===== src/rtl/sd_wr_sec_feeder_if.sv =====
// Bus between the sector feeder, the 16-bit read side of the frame FIFO and the SD write controller.
// Handshake: sd_wr_start_en opens a sector; every sd_wr_req cycle in transfer reads one FIFO word
// (r_fifo_rd_en), which appears on r_fifo_data/sd_wr_data after the next edge; sd_wr_busy frames the sector.
interface sd_wr_sec_feeder_if;
    logic        r_fifo_rd_en;
    logic [15:0] r_fifo_data;
    logic [9:0]  r_fifo_rd_cnt;
    logic        r_fifo_empty;
    logic        sd_wr_start_en;
    logic [31:0] sd_wr_sec_addr;
    logic        sd_wr_req;
    logic [15:0] sd_wr_data;
    logic        sd_wr_busy;

    modport master (
        output r_fifo_rd_en, sd_wr_start_en, sd_wr_sec_addr, sd_wr_data,
        input  r_fifo_data, r_fifo_rd_cnt, r_fifo_empty, sd_wr_req, sd_wr_busy
    );

    modport slave (
        input  r_fifo_rd_en, sd_wr_start_en, sd_wr_sec_addr, sd_wr_data,
        output r_fifo_data, r_fifo_rd_cnt, r_fifo_empty, sd_wr_req, sd_wr_busy
    );
endinterface


===== src/rtl/sd_wr_sec_feeder.sv =====
// Frame-to-SD sector sequencer: requests a frame, then writes it to SD in 256-word sectors.
// Define SD_WR_FRAME_LOOP_EN to chain frames automatically up to MAX_FRAMES.
module sd_wr_sec_feeder #(
    parameter logic [15:0] FRAME_SECS = 16'd1920,
    parameter logic [31:0] START_SEC  = 32'd16384,
    parameter logic [8:0]  SEC_WORDS  = 9'd256,
    parameter logic [2:0]  DONE_PULSE = 3'd4,
    parameter logic [7:0]  MAX_FRAMES = 8'd16
) (
    input  logic                      i_sd_clk,
    input  logic                      i_sd_rst,
    input  logic                      i_frame_start,
    sd_wr_sec_feeder_if.master        bus,
    output logic                      o_wr_sd_sec_done,
    output logic [15:0]               o_sec_cnt,
    output logic [7:0]                o_frame_cnt,
    output logic                      o_busy,
    output logic                      o_underflow_err,
    output logic [3:0]                o_state
);

`ifdef SD_WR_FRAME_LOOP_EN
    localparam logic LOOP_EN = 1'b1;
`else
    localparam logic LOOP_EN = 1'b0;
`endif

    typedef enum logic [3:0] {
        S_IDLE, S_REQ, S_WAIT_DATA, S_START, S_ARM, S_XFER, S_WAIT_BUSY, S_NEXT, S_DONE
    } state_t;

    state_t      r_state;
    logic [2:0]  r_pulse_cnt;
    logic [8:0]  r_word_cnt;
    logic [31:0] r_sec_addr;
    logic        r_start_en;
    logic        r_done;
    logic [15:0] r_sec_cnt;
    logic [7:0]  r_frame_cnt;
    logic        r_uflow;

    logic        w_rd_en;
    logic        w_data_ready;
    logic [15:0] w_sec_next;
    logic [7:0]  w_frame_next;

    // Reads only happen while a sector is open, so stray requests never drain the FIFO.
    assign w_rd_en      = (r_state == S_XFER) & bus.sd_wr_req;
    assign w_data_ready = (bus.r_fifo_rd_cnt >= {1'b0, SEC_WORDS});
    assign w_sec_next   = r_sec_cnt + 16'd1;
    assign w_frame_next = (r_frame_cnt == 8'hFF) ? r_frame_cnt : r_frame_cnt + 8'd1;

    always_ff @(posedge i_sd_clk) begin
        if (i_sd_rst) begin
            r_state     <= S_IDLE;
            r_pulse_cnt <= '0;
            r_word_cnt  <= '0;
            r_sec_addr  <= START_SEC;
            r_start_en  <= 1'b0;
            r_done      <= 1'b0;
            r_sec_cnt   <= '0;
            r_frame_cnt <= '0;
            r_uflow     <= 1'b0;
        end else begin
            if (w_rd_en && bus.r_fifo_empty) r_uflow <= 1'b1;
            case (r_state)
                S_IDLE: begin
                    if (i_frame_start) begin
                        r_state     <= S_REQ;
                        r_done      <= 1'b1;
                        r_pulse_cnt <= '0;
                    end
                end
                S_REQ: begin
                    r_sec_cnt <= '0;
                    if (r_pulse_cnt == DONE_PULSE - 3'd1) begin
                        r_done  <= 1'b0;
                        r_state <= S_WAIT_DATA;
                    end else begin
                        r_pulse_cnt <= r_pulse_cnt + 3'd1;
                    end
                end
                S_WAIT_DATA: begin
                    if (w_data_ready && !bus.sd_wr_busy) begin
                        r_start_en <= 1'b1;
                        r_state    <= S_START;
                    end
                end
                S_START: begin
                    r_start_en <= 1'b0;
                    r_state    <= S_ARM;
                end
                S_ARM: begin
                    if (bus.sd_wr_busy) begin
                        r_word_cnt <= '0;
                        r_state    <= S_XFER;
                    end
                end
                S_XFER: begin
                    if (w_rd_en) begin
                        if (r_word_cnt == SEC_WORDS - 9'd1) begin
                            r_word_cnt <= '0;
                            r_state    <= S_WAIT_BUSY;
                        end else begin
                            r_word_cnt <= r_word_cnt + 9'd1;
                        end
                    end
                end
                S_WAIT_BUSY: begin
                    if (!bus.sd_wr_busy) r_state <= S_NEXT;
                end
                S_NEXT: begin
                    // Address is never rewound between frames, so frames land back-to-back on the card.
                    r_sec_addr <= r_sec_addr + 32'd1;
                    r_sec_cnt  <= w_sec_next;
                    r_state    <= (w_sec_next == FRAME_SECS) ? S_DONE : S_WAIT_DATA;
                end
                S_DONE: begin
                    r_frame_cnt <= w_frame_next;
                    if (LOOP_EN && (w_frame_next < MAX_FRAMES)) begin
                        r_state     <= S_REQ;
                        r_done      <= 1'b1;
                        r_pulse_cnt <= '0;
                    end else begin
                        r_state <= S_IDLE;
                    end
                end
                default: r_state <= S_IDLE;
            endcase
        end
    end

    assign bus.r_fifo_rd_en   = w_rd_en;
    assign bus.sd_wr_data     = bus.r_fifo_data;
    assign bus.sd_wr_start_en = r_start_en;
    assign bus.sd_wr_sec_addr = r_sec_addr;
    assign o_wr_sd_sec_done   = r_done;
    assign o_sec_cnt          = r_sec_cnt;
    assign o_frame_cnt        = r_frame_cnt;
    assign o_busy             = (r_state != S_IDLE);
    assign o_underflow_err    = r_uflow;
    assign o_state            = r_state;

endmodule


===== src/flat_wrapper.sv =====
// flat-port wrapper written by rule: the top's interface ports become plain ports
module sd_wr_sec_feeder_flat 
#(
    parameter logic [15:0] FRAME_SECS = 16'd1920,
    parameter logic [31:0] START_SEC  = 32'd16384,
    parameter logic [8:0]  SEC_WORDS  = 9'd256,
    parameter logic [2:0]  DONE_PULSE = 3'd4,
    parameter logic [7:0]  MAX_FRAMES = 8'd16
)
  (i_sd_clk, i_sd_rst, i_frame_start, o_wr_sd_sec_done, o_sec_cnt, o_frame_cnt, o_busy, o_underflow_err, o_state, bus_r_fifo_rd_en, bus_sd_wr_start_en, bus_sd_wr_sec_addr, bus_sd_wr_data, bus_r_fifo_data, bus_r_fifo_rd_cnt, bus_r_fifo_empty, bus_sd_wr_req, bus_sd_wr_busy);
  sd_wr_sec_feeder_if bus_i ();
  input  logic i_sd_clk;
  input  logic i_sd_rst;
  input  logic i_frame_start;
  output logic o_wr_sd_sec_done;
  output logic [15:0] o_sec_cnt;
  output logic [7:0] o_frame_cnt;
  output logic o_busy;
  output logic o_underflow_err;
  output logic [3:0] o_state;
  output wire logic [$bits(bus_i.r_fifo_rd_en)-1:0] bus_r_fifo_rd_en;
  output wire logic [$bits(bus_i.sd_wr_start_en)-1:0] bus_sd_wr_start_en;
  output wire logic [$bits(bus_i.sd_wr_sec_addr)-1:0] bus_sd_wr_sec_addr;
  output wire logic [$bits(bus_i.sd_wr_data)-1:0] bus_sd_wr_data;
  input wire logic [$bits(bus_i.r_fifo_data)-1:0] bus_r_fifo_data;
  input wire logic [$bits(bus_i.r_fifo_rd_cnt)-1:0] bus_r_fifo_rd_cnt;
  input wire logic [$bits(bus_i.r_fifo_empty)-1:0] bus_r_fifo_empty;
  input wire logic [$bits(bus_i.sd_wr_req)-1:0] bus_sd_wr_req;
  input wire logic [$bits(bus_i.sd_wr_busy)-1:0] bus_sd_wr_busy;
  assign bus_r_fifo_rd_en = bus_i.r_fifo_rd_en;
  assign bus_sd_wr_start_en = bus_i.sd_wr_start_en;
  assign bus_sd_wr_sec_addr = bus_i.sd_wr_sec_addr;
  assign bus_sd_wr_data = bus_i.sd_wr_data;
  assign bus_i.r_fifo_data = bus_r_fifo_data;
  assign bus_i.r_fifo_rd_cnt = bus_r_fifo_rd_cnt;
  assign bus_i.r_fifo_empty = bus_r_fifo_empty;
  assign bus_i.sd_wr_req = bus_sd_wr_req;
  assign bus_i.sd_wr_busy = bus_sd_wr_busy;
  sd_wr_sec_feeder #(.FRAME_SECS(FRAME_SECS), .START_SEC(START_SEC), .SEC_WORDS(SEC_WORDS), .DONE_PULSE(DONE_PULSE), .MAX_FRAMES(MAX_FRAMES)) u_core (.i_sd_clk(i_sd_clk), .i_sd_rst(i_sd_rst), .i_frame_start(i_frame_start), .bus(bus_i), .o_wr_sd_sec_done(o_wr_sd_sec_done), .o_sec_cnt(o_sec_cnt), .o_frame_cnt(o_frame_cnt), .o_busy(o_busy), .o_underflow_err(o_underflow_err), .o_state(o_state));
endmodule

===== config.mk =====
export PLATFORM = sky130hd
export DESIGN_NAME = sd_wr_sec_feeder_flat
export DESIGN_NICKNAME = d
export VERILOG_FILES = /design/src/rtl/sd_wr_sec_feeder_if.sv /design/src/rtl/sd_wr_sec_feeder.sv /design/src/flat_wrapper.sv
export SDC_FILE = /design/constraint.sdc
export NUM_CORES = 1
export LEC_CHECK = 0
export BUFFER_PORTS_ARGS = -buffer_cell sky130_fd_sc_hd__buf_2
export CAP_MARGIN = 20
export CORE_UTILIZATION = 35
export CTS_BUF_LIST = sky130_fd_sc_hd__clkbuf_16
export DETAILED_ROUTE_END_ITERATION = 6
export PLACE_DENSITY = 0.72
export SLEW_MARGIN = 25
export SYNTH_ARGS = -nofsm -noshare
export SYNTH_HDL_FRONTEND = slang
export SYNTH_SLANG_ARGS = --single-unit

===== constraint.sdc =====
create_clock -name i_sd_clk -period 2.1 [get_ports i_sd_clk]
set_input_delay 0 -clock i_sd_clk [delete_from_list [all_inputs] [get_ports i_sd_clk]]
set_output_delay 0 -clock i_sd_clk [all_outputs]
set_load 0.02 [all_outputs]

## After elaboration in Yosys (flattened, before gate mapping)

Index checks and enable logic that the tools add are counted.
W data, S select, Z words.

| word-level totals | value |
|---|---|
| bits in registers | 75 |
| word-level logic and storage cells | 74 |

| cells by class | value |
|---|---|
| $add $sub $neg | 5 |
| $lt $le $gt $ge | 1 |
| eq/ne operators | 20 |
| muxes and demuxes | 22 |
| bitwise operators | 2 |
| reductions and logical operators | 15 |

Operators with widths:

| operator | count |
|---|---|
| $add A32 B1 Y32 const B | 1 |
| $mux W4 | 8 |
| $pmux W16 S2 | 1 |
| $pmux W4 S8 | 1 |
| $mux W9 | 3 |
| $pmux W9 S2 | 1 |
| $add A16 B1 Y16 const B | 1 |
| $eq A16 B11 Y1 const B | 1 |
| $eq A4 B3 Y1 const B | 4 |
| $ge A10 B9 Y1 const B | 1 |
| $ne A2 B2 Y1 const B | 5 |
| $add A9 B1 Y9 const B | 1 |
| $eq A9 B8 Y1 const B | 1 |
| $reduce_and A3 Y1 | 3 |
| $add A8 B1 Y8 const B | 1 |
| $eq A4 B2 Y1 const B | 2 |
| $eq A8 B8 Y1 const B | 1 |
| $reduce_bool A2 Y1 | 4 |
| $reduce_and A7 Y1 | 1 |
| $mux W3 | 2 |
| $ne A2 B1 Y1 const B | 3 |
| $pmux W3 S2 | 1 |
| $eq A4 B1 Y1 const B | 1 |
| $eq A4 B4 Y1 const B | 1 |
| 11 further kinds | 16 |

## Longest topological paths before layout

Gate-level depths: netlist of run 1.

| depth | value |
|---|---|
| depth after elaboration | 4 |
| depth in mapped cells | 9 |

## Worst setup path after synthesis of run 1

Ideal clock, no wire load.

| path | value |
|---|---|
| kind | reg-to-reg |
| from | reg u_core.r_sec_cnt[0] (netlist: u_core.o_sec_cnt[0]) |
| to | reg u_core.r_state[1] (netlist: u_core.o_state[1]) |
| library setup time | 0.136 ns |
| arrival time | 2.088 ns |
| required time | 1.964 ns |
| path slack | -0.124 ns |
| cell stages (with the launch flop) | 9 |
| cell sequence | dfxtp_1 -> ha_1 -> and3_1 -> clkbuf_1 -> nand2_1 -> o41ai_1 -> a41oi_1 -> o311ai_0 -> a211oi_1 |

| between the ends | value |
|---|---|
| word-level cells in the longest chain between the ends | 4 |

Ends and longest elaborated chain:

| element | line | RTL |
|---|---|---|
| from (decl) | sd_wr_sec_feeder.sv:38 | `logic [15:0] r_sec_cnt;` |
| from (signal assigned) | sd_wr_sec_feeder.sv:115 | `r_sec_cnt <= w_sec_next;` |
| $add A16 B1 Y16 | sd_wr_sec_feeder.sv:50 | `assign w_sec_next = r_sec_cnt + 16'd1;` |
| $eq A16 B11 Y1 | sd_wr_sec_feeder.sv:116 | `r_state <= (w_sec_next == FRAME_SECS) ? S_DONE : S_WAIT_DATA;` |
| $mux W4 | sd_wr_sec_feeder.sv:116 |  |
| $pmux W4 S8 | sd_wr_sec_feeder.sv:66 | `case (r_state)` |
| to (signal assigned) | sd_wr_sec_feeder.sv:116 |  |
| to (decl) | sd_wr_sec_feeder.sv:32 | `state_t r_state;` |

No other way between the ends.
A chain may end at the register's enable or synchronous reset.

## Final worst setup path of run 1

| path | value |
|---|---|
| from | reg u_core.r_sec_cnt[3] (netlist: u_core.o_sec_cnt[3]) |
| to | reg u_core.r_state[3] (netlist: u_core.o_state[3]) |

The elaborated chain is that of the path after synthesis.

==> results.cfg, run 1 <==
[cts]
cts.sinks = 75
clk_path_buf_depth = 2
cts_htree_levels = 3
root_buffer = clkbuf_16
cts_tree = built
cts_made_buffers = 9
cts_setup_buffers = 0
clk_latency_ns = 0.33
clk_pin_slew_worst_paths_ns = 0.06

[layout]
antenna_cells = 0
post-route-util_pct = 44.9
final_cell_mix = buf_2, dfxtp_1, nor2_1
final_common_cell = buf_2
drive_gt1_share_pct = 23.2
final_nets = 577
fillers = 1050
syn2layout_area_growth_pct = 22.3

[grt]
globalRouteTotalUtil_pct = 16.7
grt_first_pass_wirelength_mm = 15.4
grt_overflow = 0
grt_max_degree = 39
antenna_found_initial = 0
first_global_vias = 3359

[setup_path]
cpMostUsedCell = nand4_1
reg2reg_depth = 7
timing.rr.start = u_core.o_sec_cnt[3]
endpoint_kind = flip-flop
reg2reg_to = u_core.o_state[3]
crit_family = simple AND/OR/NAND/NOR gates
path_depth = 7
startpoint_type = flip-flop
slowest_stage = dfxtp_1
cp_max_fo = 10
crit_arrival_ns = 2.24
worst-setup-path-type = reg2reg
cp.required_ns = 2.36
rrSetupSlack_ns = 0.12
cpPeakStageDelay_ns = 0.47
path_buf_inv = 1
cp_cell_sequence = nand4_1, buf_4, nor3_2, xor2_1, nand4_1, or3_1, nor3_1

[die]
die-area_mm2 = 0.0114
start_util_pct = 36.7
coreArea_mm2 = 0.0105
ios = 113
rows = 37
fp.dieH_um = 107
die_x_um = 107

[sta]
final.setup.tns_ns = 0
max_clock_freq_ghz = 0.505
min_period_ns = 1.98
drv_slew = 0
setup-violations-final = 0
rsz0062_at_grt = false
worst_slew_pin_slew_ns = 0.710
period_share_pct = 94.3
relSlewSlack_pct = 52.7
skew_ns = 0.00492
hold_viol = 0

[routing]
vias_per_cell = 5.41
drt_iter0_markers = 228
drt-total-wl_mm = 9.43
vias = 3679
first_pass_iters = 4
drcViolationCount = 0
wl_per_cell_um = 13.9
antenna_left = 0

[synthesis]
ys_ff_latch = 75
synth_nets = 507
syn-cell-area_mm2 = 0.00384
avgSynthCellArea_um2 = 8.18
yosysWarnings = 0
ys.flop_type = dfxtp_1
seq_area_frac_synth_pct = 39.1
syn_inst = 469
async_flop_share_pct = 0
ys_types = 56
synth_edf_count = 0

[power]
ir_worst_vdd_mv = 0.330
p_per_area_mw_per_mm2 = 722
p_leak_nw = 1.89

[status]
status = finished, final reports clean

[hold_path]
hold_path_end = bus_sd_wr_data[3]
hp-start = bus_r_fifo_data[3]
hold_path.class = in2out
hold_depth = 0

[place]
dp_hpwl_mm = 6.70
port_buffers = 72
place_congestion = 0.909

[job]
drv_cap = 0
## through the flow
step / hold slack (ns) / total power, mW / std cells / worst slack [ns] / instance area [µm²]
after floorplan: 0.113 / 1.68 / 469 / 0.00178 / 3840
after global routing: 0.0000320 / 3.50 / 680 / 0.0205 / 4700
after global placement: 0.000137 / 1.71 / 663 / 0.144 / 4340
after detailed placement: 0.000137 / 1.71 / 663 / 0.0868 / 4340
after CTS: 0.000137 / 3.42 / 680 / 0.0575 / 4680
final: 0.00000776 / 3.39 / 680 / 0.119 / 4700
## worst register-to-register path, cell delays in order (launching register included)
cell	delay, ns
dfxtp_1	0.47
nand4_1	0.19
buf_4	0.19
nor3_2	0.22
xor2_1	0.19
nand4_1	0.14
or3_1	0.38
nor3_1	0.12
## logic make-up after synthesis
logic type / Yosys count / share of synthesized area, %
compound gates: 87 / 13.6
xor+xnor: 37 / 8.44
fa+ha+maj: 6 / 1.96
buf+inv: 47 / 6.75
flops: 75 / 39.1
mux: 3 / 1.11
simple gates: 214 / 29.0
## power breakdown
| group | internal, mW | switching [mW] | leakage, nW | total [mW] |
|---|---|---|---|---|
| Sequential | 1.44 | 0.0117 | 0.607 | 1.45 |
| Clock | 1.05 | 0.657 | 0.158 | 1.71 |
| Combinational | 0.0838 | 0.149 | 1.13 | 0.233 |
## flip-flops by register name (all words and copies together) (netlist names)
register / count
u_core.r_word_cnt: 9
u_core.o_underflow_err: 1
u_core.o_sec_cnt: 16
u_core.r_pulse_cnt: 3
u_core.bus.sd_wr_sec_addr: 32
u_core.bus.sd_wr_start_en: 1
u_core.o_state: 4
u_core.o_frame_cnt: 8
u_core.o_wr_sd_sec_done: 1
## worst max path at each step
| stage | slack, ns | to | from |
|---|---|---|---|
| finish | 0.12 | u_core.o_state[3] | u_core.o_sec_cnt[3] |
| global route | 0.02 | u_core.o_state[1] | u_core.o_sec_cnt[3] |
| CTS | 0.06 | u_core.o_state[1] | u_core.o_sec_cnt[5] |
| detailed placement | 0.09 | u_core.o_state[1] | u_core.o_sec_cnt[5] |
| global placement | 0.14 | u_core.o_state[1] | u_core.o_sec_cnt[0] |
| floorplan | 0.002 | u_core.bus.sd_wr_sec_addr[31] | u_core.o_state[0] |
## repair_timing
| action | 4_1_cts | 5_1_grt |
|---|---|---|
| setup endpoints to repair | 0 | 3 |
| hold buffers | 1 | 0 |
| gates resized for setup | 0 | 6 |
| hold endpoints to repair | 1 | 0 |
## cell type report
| class | count | area [µm²] | share of cell area (%) |
|---|---|---|---|
| Multi-Input combinational cell | 347 | 2090 | 44.6 |
| Sequential cell | 75 | 1510 | 32.1 |
| Timing Repair Buffer | 98 | 571 | 12.2 |
| Clock buffer | 9 | 225 | 4.80 |
| Tap cell | 136 | 170 | 3.62 |
| Clock inverter | 7 | 101 | 2.16 |
| Inverter | 8 | 30.0 | 0.639 |
## metal layers
metal	global-route usage, %	wire length [µm]	vias to the layer above
met5	0	0	-
met4	4.99	112	0
met3	4.26	603	17
met2	29.1	4560	126
met1	20.0	4160	1739
li1	-	-	1797
## synthesized netlist by cell type, drive strengths merged, types with 6 or more instances
master	count	share of area [%]
or3	16	2.6
nand4	14	2.4
a21oi	36	4.7
xnor2	16	3.7
clkbuf	18	1.8
nor3	14	2.4
dfxtp	75	39
and3	14	2.3
ha	6	2.0
o21ai	24	3.1
buf	21	4.2
xor2	21	4.8
nor2	65	6.4
nand3	30	4.0
inv	8	0.78
nand2	32	3.1
(Power assumes the default switching activity.)
==> run 2: changes to the inputs <==
--- a/config.mk
+++ b/config.mk
@@ -8,9 +8,9 @@
 export BUFFER_PORTS_ARGS = -buffer_cell sky130_fd_sc_hd__buf_2
 export CAP_MARGIN = 20
 export CORE_UTILIZATION = 35
-export CTS_BUF_LIST = sky130_fd_sc_hd__clkbuf_16
 export DETAILED_ROUTE_END_ITERATION = 6
 export PLACE_DENSITY = 0.72
+export REMOVE_ABC_BUFFERS = 1
 export SLEW_MARGIN = 25
 export SYNTH_ARGS = -nofsm -noshare
 export SYNTH_HDL_FRONTEND = slang
==> run 2 against run 1 <==
Sequential cell count unchanged. Critical path depth unchanged. Combinational power about the same. Clock skew up 0.012 ns. Power down 19%. Utilization down 0.50 points. Hold slack about the same. Worst setup slack worse by 0.060 ns. Via count up 1.6%. Global-route usage up 0.90 points. Die area unchanged. Highest routed layer unchanged.
==> results.cfg, run 2 (synthesis results as in run 1) <==
[sta]
min_period_ns = 2.04
worst_slew_pin_slew_ns = 0.432
period_share_pct = 97.2
setup-violations-final = 0
skew_ns = 0.0172
relSlewSlack_pct = 70.9
hold_viol = 0
max_clock_freq_ghz = 0.490
setup_slack_ns = 0.0591
drv_slew = 0
rsz0062_at_grt = false

[grt]
grt_first_pass_wirelength_mm = 16.1
antenna_found_initial = 0
grt_max_degree = 33
grt_overflow = 0
globalRouteTotalUtil_pct = 17.6
first_global_vias = 3454

[place]
port_buffers = 72
place_ws_ns = 0.0803
dp_hpwl_mm = 7.35
place_congestion = 0.938

[setup_path]
slowest_stage = or3_1
cpPeakStageDelay_ns = 0.39
cp_cell_sequence = buf_4, a2111oi_1, a31oi_1, nor4bb_1, nand4_1, or3_1, nor3_1
worst-setup-path-type = reg2reg
cp.required_ns = 2.37
endpoint_kind = flip-flop
startpoint_type = flip-flop
path_buf_inv = 1
cp_max_fo = 9
crit_family = simple AND/OR/NAND/NOR gates
crit_arrival_ns = 2.31

[power]
pwr-share-comb_pct = 8.5
power_mw = 2.76
p_leak_nw = 1.88
intPower_mw = 1.98
p_per_area_mw_per_mm2 = 594
clockPowerShare_pct = 38.9
p_switching_uw = 778
ir_worst_vdd_mv = 0.264
power_switching_share_pct = 28.2
p_seq_share_pct = 52.6

[cts]
cts.sinks = 75
cts_made_buffers = 9
clk_path_buf_depth = 2
clk_pin_slew_worst_paths_ns = 0.09
cts_htree_levels = 3
cts_setup_buffers = 0
root_buffer = clkbuf_8
cts_tree = built
clk_latency_ns = 0.36

[routing]
drt-total-wl_mm = 9.87
antenna_left = 0
first_pass_iters = 4
vias = 3738
vias_per_cell = 5.41
drt_iter0_markers = 198
wl_per_cell_um = 14.3
drcViolationCount = 0

[layout]
final_nets = 588
post-route-util_pct = 44.4
seqCellArea_mm2 = 0.00151
multi_input_area_mm2 = 0.00210
final_common_cell = buf_2
largest_reg_flops = 32
drive_gt1_share_pct = 24.5
syn2layout_area_growth_pct = 21.0
antenna_cells = 0
final_cell_mix = buf_2, dfxtp_1, nor2_1
fillers = 1081

[die]
ios = 113
die-area_mm2 = 0.0114
start_util_pct = 36.7
rows = 37
die_x_um = 107
fp.dieH_um = 107
coreArea_mm2 = 0.0105

[status]
status = finished, final reports clean

[job]
drv_cap = 0

[hold_path]
hold_path.class = in2out
[run 2: changes by cell type in the layout (fill, tap and decap cells not counted), sizes merged]
cell,before,now
buf,97,106
bufinv,2,0
clkinv,3,1
dlygate4sd3,1,3
inv,9,13
[run 2: power groups by stage]
| stage | clock [mW] | combinational [mW] | sequential [mW] |
|---|---|---|---|
| after floorplan | 0 | 0.106 | 1.50 |
| after global placement | 0 | 0.225 | 1.48 |
| after detailed placement | 0 | 0.232 | 1.48 |
| after CTS | 1.11 | 0.237 | 1.45 |
| after global routing | 1.18 | 0.259 | 1.45 |
| final | 1.07 | 0.235 | 1.45 |
[run 2: stage by stage]
stage          area [µm²]  setup TNS (ns)  std cells  hold WS [ns]
2_1_floorplan        3610           -1.29        430             0
3_3_place_gp         4400               0        672      0.000326
3_5_place_dp         4400               0        672      0.000326
4_1_cts              4610               0        691      0.000326
5_1_grt              4640               0        691      0.000154
6_report             4640               0        691      0.000167
[run 2: layer usage]
| layer | vias up | global-route usage (%) | wire length [µm] |
|---|---|---|---|
| li1 | 1823 | - | - |
| met1 | 1786 | 21.9 | 4510 |
| met2 | 111 | 28.8 | 4650 |
| met3 | 18 | 5.05 | 568 |
| met4 | 0 | 5.87 | 144 |
| met5 | - | 1.43 | 0 |
[run 2: area by class of cell]
type | count | area share (%)
Inverter | 8 | 0.647
Tap cell | 136 | 3.66
Clock buffer | 9 | 2.67
Multi-Input combinational cell | 347 | 45.3
Clock inverter | 7 | 1.40
Timing Repair Buffer | 109 | 13.9
Sequential cell | 75 | 32.4
[run 2: path summary, 6_finish.rpt]
path | to | slack, ns | cells after the start | start
max | u_core.o_state[3] | 0.06 | 7 | u_core.o_sec_cnt[5]
min reg2reg | u_core.r_pulse_cnt[2] | 0.46 | 2 | u_core.r_pulse_cnt[2]
min | bus_sd_wr_data[15] | 0.0002 | 0 | bus_r_fifo_data[15]
max reg2reg | u_core.o_state[3] | 0.06 | 7 | u_core.o_sec_cnt[5]
[run 2: what timing repair did]
action | in CTS | in global routing
setup endpoints to repair | 0 | 9
resized for setup | 0 | 9
hold buffers | 3 | 0
hold endpoints to repair | 6 | 0
==> run 3: changes to the inputs <==
--- a/config.mk
+++ b/config.mk
@@ -7,9 +7,9 @@
 export LEC_CHECK = 0
 export BUFFER_PORTS_ARGS = -buffer_cell sky130_fd_sc_hd__buf_2
 export CAP_MARGIN = 20
-export CORE_UTILIZATION = 35
+export CORE_UTILIZATION = 47
 export DETAILED_ROUTE_END_ITERATION = 6
-export PLACE_DENSITY = 0.72
+export PLACE_DENSITY = 0.89
 export REMOVE_ABC_BUFFERS = 1
 export SLEW_MARGIN = 25
 export SYNTH_ARGS = -nofsm -noshare
==> run 3 against run 2 <==
Critical path depth is 1 lower. Sequential cell count stayed put. Die area is 25% lower. Sequential share of layout area is 0.19 points higher. Non-clock buffer count is 3 lower. Register-to-register slack better by 0.05 ns. Global-route usage is 5.8 points higher. Sequential power hardly changed. Critical path type unchanged. Largest power group unchanged.
==> results.cfg, run 3 (synthesis results as in run 1) <==
[setup_path]
critPathCapture = u_core.o_state[3]
cp_max_fo = 7
crit_start = u_core.o_sec_cnt[1]
reg2reg_depth = 6
startpoint_type = flip-flop
rrSetupSlack_ns = 0.11
reg2reg_to = u_core.o_state[3]
crit_arrival_ns = 2.28
timing.rr.start = u_core.o_sec_cnt[1]
cp.required_ns = 2.39
worst-setup-path-type = reg2reg
endpoint_kind = flip-flop

[status]
status = finished, final reports clean

[layout]
fillers = 687
syn2layout_area_growth_pct = 20.1
largest_reg_flops = 32
drive_gt1_share_pct = 24.5
final_cell_mix = buf_2, dfxtp_1, nor2_1
antenna_cells = 0
post-route-util_pct = 59.1
final_nets = 585

[job]
drv_cap = 0

[cts]
cts_made_buffers = 9
cts_setup_buffers = 0
cts.sinks = 75
clk_pin_slew_worst_paths_ns = 0.09
cts_htree_levels = 3
clk_latency_ns = 0.37
clk_path_buf_depth = 2
root_buffer = clkbuf_8
cts_tree = built

[sta]
max_clock_freq_ghz = 0.503
relSlewSlack_pct = 54.1
setup-violations-final = 0
skew_ns = 0.0153
worst_slew_pin_slew_ns = 0.688
hold_viol = 0
period_share_pct = 94.7
min_period_ns = 1.99
drv_slew = 0

[die]
rows = 32
ios = 113
die-area_mm2 = 0.00853
die_x_um = 92.4
fp.dieH_um = 92.4
coreArea_mm2 = 0.00781
start_util_pct = 49.2

[power]
p_leak_nw = 1.88
ir_worst_vdd_mv = 0.356
power_mw = 2.89
p_per_area_mw_per_mm2 = 626

[routing]
first_pass_iters = 5
vias_per_cell = 5.72
drt_iter0_markers = 221
drcViolationCount = 0
wl_per_cell_um = 15.2
antenna_left = 0
vias = 3743
drt-total-wl_mm = 9.96

[place]
place_congestion = 0.931
port_buffers = 72
dp_hpwl_mm = 7.05

[grt]
grt_max_degree = 35
antenna_found_initial = 0
globalRouteTotalUtil_pct = 23.4
grt_overflow = 0
grt_first_pass_wirelength_mm = 15.9
first_global_vias = 3499

[hold_path]
hold_depth = 0
hold_path.class = in2out
## run 3: layer usage
metal  GRT usage [%]  wire length, µm  vias up
met5            2.56                0        -
met3            7.06              721       18
li1                -                -     1815
met1            27.6             4300     1772
met2            39.0             4780      138
met4            9.77              162        0
## run 3: where the power goes
part	total, mW	leakage, nW	switching (mW)	internal, mW
clock network	1.20	0.103	0.627	0.572
logic	0.238	1.17	0.152	0.0860
registers	1.45	0.606	0.0144	1.44
total	2.89	1.88	0.793	2.09
## run 3: through the flow
| stage | hold WS [ns] | cell area (µm²) | instances | TNS [ns] | worst slack (ns) |
|---|---|---|---|---|---|
| floorplan | 0 | 3610 | 430 | -1.29 | -0.189 |
| global placement | 0.000161 | 4350 | 636 | 0 | 0.125 |
| detailed placement | 0.000161 | 4350 | 636 | 0 | 0.0186 |
| CTS | 0.000161 | 4580 | 654 | 0 | 0.0139 |
| global route | 0.000121 | 4610 | 654 | -0.0127 | -0.00741 |
| finish | 0.000188 | 4610 | 654 | 0 | 0.111 |
## run 3: timing repair
item	in CTS	in global routing
hold endpoints to repair	2	0
hold buffers	2	0
resized for setup	0	9
setup endpoints to repair	0	6
## run 3: how the worst min path moves through the flow
stage / startpoint / endpoint / slack, ns
CTS: bus_r_fifo_data[3] / bus_sd_wr_data[3] / 0.0002
detailed placement: bus_r_fifo_data[3] / bus_sd_wr_data[3] / 0.0002
finish: bus_r_fifo_data[3] / bus_sd_wr_data[3] / 0.0002
global route: bus_r_fifo_data[3] / bus_sd_wr_data[3] / 0.0001
floorplan: bus_r_fifo_data[0] / bus_sd_wr_data[0] / 0
global placement: bus_r_fifo_data[3] / bus_sd_wr_data[3] / 0.0002
## run 3: final cells by class
class	count	area, µm²	share of cell area (%)
clock buffers	9	124	2.69
clock inverters	7	83.8	1.82
inverters	8	30.0	0.651
multi-input cells	347	2110	45.7
flip-flops and latches	75	1510	32.6
well taps	102	128	2.77
repair buffers	106	633	13.7
## run 3: critical path, stage by stage, from the launching register on
cell	delay (ns)
dfxtp_2	0.36
a2111oi_0	0.49
a31oi_1	0.08
nor4bb_1	0.29
nand4_1	0.17
or3_1	0.39
nor3_1	0.12
